## src/rtl/phy_tx_pcs.sv

```systemverilog
// 100BASE-X style transmit PCS: MII nibbles -> 4B5B code groups -> serial line.
// A five-slot counter paces the MAC via o_nib_stb; each strobe edge loads one
// code group, and the other four edges shift it out MSB first. When P_NRZI is
// set the line is NRZI coded (a 1 toggles the line, a 0 holds it).
module phy_tx_pcs #(
  parameter bit P_NRZI = 1'b1
) (
  input  logic       i_clk,
  input  logic       i_res_n,
  input  logic       i_mii_tx_en,
  input  logic [3:0] i_mii_tx_data,
  output logic       o_nib_stb,
  output logic       o_tx_active,
  output logic       o_sfp_tx
);

  typedef enum logic [2:0] {
    S_IDLE,
    S_J,
    S_K,
    S_DATA,
    S_T,
    S_R
  } state_t;

  localparam logic [4:0] CG_I = 5'b11111;
  localparam logic [4:0] CG_J = 5'b11000;
  localparam logic [4:0] CG_K = 5'b10001;
  localparam logic [4:0] CG_T = 5'b01101;
  localparam logic [4:0] CG_R = 5'b00111;

  logic [2:0] slot_cnt;
  state_t     state;
  state_t     state_nxt;
  logic [4:0] shreg;
  logic [4:0] code_nxt;

  function automatic logic [4:0] enc_4b5b(input logic [3:0] nib);
    logic [4:0] code;
    case (nib)
      4'h0:    code = 5'b11110;
      4'h1:    code = 5'b01001;
      4'h2:    code = 5'b10100;
      4'h3:    code = 5'b10101;
      4'h4:    code = 5'b01010;
      4'h5:    code = 5'b01011;
      4'h6:    code = 5'b01110;
      4'h7:    code = 5'b01111;
      4'h8:    code = 5'b10010;
      4'h9:    code = 5'b10011;
      4'hA:    code = 5'b10110;
      4'hB:    code = 5'b10111;
      4'hC:    code = 5'b11010;
      4'hD:    code = 5'b11011;
      4'hE:    code = 5'b11100;
      default: code = 5'b11101;
    endcase
    return code;
  endfunction

  // Slot counter 0..4; slot 4 is the nibble strobe and the load edge.
  // NOTE: state registers use non-blocking assignments so every flop samples
  // the pre-edge values of the others, independent of block ordering.
  always_ff @(posedge i_clk or negedge i_res_n) begin
    if (!i_res_n) begin
      slot_cnt <= 3'd0;
    end else if (slot_cnt == 3'd4) begin
      slot_cnt <= 3'd0;
    end else begin
      slot_cnt <= slot_cnt + 3'd1;
    end
  end

  assign o_nib_stb = (slot_cnt == 3'd4);

  // Framing state advances only on load edges.
  always_ff @(posedge i_clk or negedge i_res_n) begin
    if (!i_res_n) begin
      state <= S_IDLE;
    end else if (o_nib_stb) begin
      state <= state_nxt;
    end
  end

  // Next state and the code group to load on the coming strobe edge.
  // NOTE: both outputs get a default before the case so no path leaves them
  // unassigned, which would otherwise infer a latch.
  always_comb begin
    state_nxt = state;
    code_nxt  = CG_I;
    case (state)
      S_IDLE: begin
        if (i_mii_tx_en) begin
          state_nxt = S_J;
          code_nxt  = CG_J;
        end
      end
      S_J: begin
        state_nxt = S_K;
        code_nxt  = CG_K;
      end
      S_K, S_DATA: begin
        if (i_mii_tx_en) begin
          state_nxt = S_DATA;
          code_nxt  = enc_4b5b(i_mii_tx_data);
        end else begin
          state_nxt = S_T;
          code_nxt  = CG_T;
        end
      end
      S_T: begin
        state_nxt = S_R;
        code_nxt  = CG_R;
      end
      S_R: begin
        state_nxt = S_IDLE;
        code_nxt  = CG_I;
      end
      default: begin
        state_nxt = S_IDLE;
        code_nxt  = CG_I;
      end
    endcase
  end

  // Code group shifter: load on the strobe, otherwise shift left filling
  // with ones so the line keeps carrying idle until the first load.
  always_ff @(posedge i_clk or negedge i_res_n) begin
    if (!i_res_n) begin
      shreg <= CG_I;
    end else if (o_nib_stb) begin
      shreg <= code_nxt;
    end else begin
      shreg <= {shreg[3:0], 1'b1};
    end
  end

  // Transmit activity flag follows whatever group is being loaded.
  always_ff @(posedge i_clk or negedge i_res_n) begin
    if (!i_res_n) begin
      o_tx_active <= 1'b0;
    end else if (o_nib_stb) begin
      o_tx_active <= (state_nxt != S_IDLE);
    end
  end

  // Serial line flop: NRZI toggle on a one, or the raw code bit.
  always_ff @(posedge i_clk or negedge i_res_n) begin
    if (!i_res_n) begin
      o_sfp_tx <= 1'b0;
    end else if (P_NRZI) begin
      o_sfp_tx <= o_sfp_tx ^ shreg[4];
    end else begin
      o_sfp_tx <= shreg[4];
    end
  end

endmodule

```

## config.mk

```make
export PLATFORM = sky130hd
export DESIGN_NAME = phy_tx_pcs
export DESIGN_NICKNAME = d
export VERILOG_FILES = /design/src/rtl/phy_tx_pcs.sv
export SDC_FILE = /design/constraint.sdc
export NUM_CORES = 1
export LEC_CHECK = 0
export CAP_MARGIN = 20
export CELL_PAD_IN_SITES_DETAIL_PLACEMENT = 2
export CELL_PAD_IN_SITES_GLOBAL_PLACEMENT = 2
export CORE_ASPECT_RATIO = 1.4
export CORE_UTILIZATION = 28
export DETAILED_ROUTE_END_ITERATION = 10
export GPL_TIMING_DRIVEN = 0
export PLACE_DENSITY = 0.81
export SYNTH_ARGS = -nofsm -noshare
export SYNTH_HDL_FRONTEND = slang
export SYNTH_SLANG_ARGS = --single-unit
export TNS_END_PERCENT = 100
```

## constraint.sdc

```tcl
create_clock -name i_clk -period 1.4 [get_ports i_clk]
set_clock_uncertainty 0.05 [all_clocks]
set_input_delay 0.28 -clock i_clk [delete_from_list [all_inputs] [get_ports i_clk]]
set_output_delay 0.28 -clock i_clk [all_outputs]
set_load 0.1 [all_outputs]
```

==> out/qor.txt <==
Total power draw -> 1.427 mW
Tot GR Track Use -> 0.1478
Die footprint -> 2528 µm²
CTS Buffer Depth -> 2
Worst-path fanout max -> 2
Starting DRT DRC Count -> 12
Clk slew on worst S/H paths -> 0.08 ns
Post-Route Utilization -> 0.3989
# fillers -> 249
Slowest CP cell -> dfrtp_1
Post-Synthesis Net Count -> 73
Max VDD drop -> 0.5912 mV
Total CTS buffers -> 3
Hold_ws -> 0.3248 ns
Die H -> 59.09 µm
DRT Pass-1 Iters -> 3
Mapped cell area -> 651.9 µm²
Number of I/O port buffers -> 9
Critical path arrival -> 1.19 ns
Total number of vias -> 548
Initial Util -> 0.2994
Tmin final -> 1.520 ns
Critical Path Sink Type -> primary output
Routed WL per cell -> 14.95 µm
Critical Path RT -> 1.07 ns
Pwr per Cell Area -> 1643 nW/µm²
Worst R2R End -> o_tx_active
Share of layout cells above drive strength 1 -> 0.3333
IO Count -> 10
CTS root buf -> clkbuf_4
Vias in the first global route -> 592
Total Nets Final -> 91
Post-place instance area -> 792.0 µm²
Clk_lat worst skew -> 0.27 ns
Cell count after synthesis -> 64
# rows -> 20
Static Leakage -> 0.3671 nW
Setup TNS -> -0.1367 ns
Beginning of the worst register-to-register path -> slot_cnt[1]
Relative slew slack -> 0.6058
Sequential fraction of the synthesis area -> 0.5086
Post-Route WL -> 1540 µm
Final non-filler cell total -> 103
Remaining DRCs -> 0
Core area -> 2177 µm²
Commonest non-fill, non-tap cell in the layout -> nor2_1
Yosys reg bits -> 13
RSZ-0062 raised after global routing -> true
Antenna Cells -> 0
Dpl cells -> 95
Area growth from synthesis to layout -> 33.21%
Avg Cell Area, Syn -> 10.19 µm²
Period utilization -> 1.086
CP startpoint kind -> flip-flop
Hold-fix buffers, CTS -> 0
R2R depth -> 6
Drt via density -> 5.320
Unique masters post-synth -> 24
Ys Warns -> 0
Critical path type -> flip-flop to primary output
Worst-path cell chain -> inv_2 > ha_4 > nand2_4 > inv_12 > buf_12
Class of the worst hold path -> input pin to asynchronous set/reset pin
Total of max-cap violations -> 0
Dpl hpwl -> 1137 µm
Largest net degree at the start of global routing -> 14
Slew @ Worst Pin -> 0.5894 ns
Status -> complete, but fails checks
Most frequent cells in the layout -> 10 x nor2_1, 8 x dfrtp_1
Antenna viol nets, final -> 0
Die W -> 42.78 µm
Failing checks -> setup timing
GPL Wtd Cong -> 0.7544
Antenna violations before repair -> 0
CTS tree -> yes
First-pass GRT wire length -> 2725 µm
Final instance area -> 868.3 µm²
Final Hold Vio Count -> 0
Dpl ws -> -0.9365 ns
R2r setup slk -> -0.02 ns
Max Clk Rate -> 657.9 MHz
CP max stage delay -> 0.40 ns
Total global routing overflow -> 0
Max-slew violations -> 0
Worst setup margin -> -0.1200 ns
Final Setup Violations -> 2
CTS H-tree lvls -> 1
Clk sinks -> 13
==> worst max path at each step <==
| stage | from | endpoint |
|---|---|---|
| 2_1_floorplan | slot_cnt[0] | o_tx_active |
| 3_3_place_gp | slot_cnt[0] | o_nib_stb |
| 3_5_place_dp | slot_cnt[0] | o_nib_stb |
| 4_1_cts | slot_cnt[0] | o_nib_stb |
| 5_1_grt | slot_cnt[1] | o_nib_stb |
| 6_report | slot_cnt[1] | o_nib_stb |
==> logic make-up after synthesis <==
kind of cell | count (synthesis) | share of synthesized area
flip-flops | 13 | 0.5086
multiplexers | 2 | 0.03455
XOR/XNOR | 3 | 0.04031
buffers and inverters | 6 | 0.05757
AO/OA/AOI/OAI | 18 | 0.1747
AND/OR/NAND/NOR | 20 | 0.1459
adder cells (fa/ha/maj) | 2 | 0.03838
==> synth_stat cells (all sizes together) <==
library cell | count | area share
o21ai | 5 | 0.038
a31oi | 3 | 0.029
o31ai | 2 | 0.023
o311ai | 1 | 0.013
mux2 | 2 | 0.035
o21bai | 1 | 0.012
o32ai | 1 | 0.013
nand2b | 2 | 0.019
dfstp | 5 | 0.20
nor2b | 1 | 0.021
inv | 4 | 0.023
ha | 2 | 0.038
nand3 | 1 | 0.0077
dfrtp | 8 | 0.31
a221o | 1 | 0.015
nor3 | 1 | 0.0077
xor2 | 1 | 0.013
a21oi | 4 | 0.031
xnor2 | 2 | 0.027
nand2 | 5 | 0.033
nor2 | 10 | 0.058
buf | 2 | 0.035
==> worst max-delay path: cells and delay by family (launching register included) <==
kind,cells,cell delay (ns)
fa+ha+maj,1,0.14
buf+inv,3,0.30
flops,1,0.40
simple gates,1,0.08
==> where the power goes <==
part | switching (mW) | internal (mW)
Clock | 0.123 | 0.110
Sequential | 0.0463 | 0.464
Combinational | 0.446 | 0.238
==> state kept, by name, summed over array words and instances (netlist names) <==
register,flops
shreg,5
state,3
slot_cnt,3
o_tx_active,1
o_sfp_tx,1
==> final cells by class <==
cell class,instances,area (µm²),area share
Inverter,4,27.53,0.03170
Multi-Input combinational cell,45,309.0,0.3559
Buffer,2,22.52,0.02594
Sequential cell,13,331.6,0.3818
Clock buffer,4,26.28,0.03026
Timing Repair Buffer,13,123.9,0.1427
Tap cell,22,27.53,0.03170
==> per-layer routing <==
metal | vias to the layer above | part of all wire | track usage
li1 | 256 | - | -
met1 | 278 | 0.38 | 0.1565
met2 | 10 | 0.57 | 0.2684
met3 | 4 | 0.029 | 0.02134
met4 | 0 | 0.019 | 0.09375
met5 | - | 0 | 0
==> repair_timing <==
item / CTS / global route
pin swaps: 1 / 0
resized for setup: 24 / 2
buffers inserted: 4 / 0
setup endpoints to repair: 4 / 4
Power figures use the tool's default switching activity.
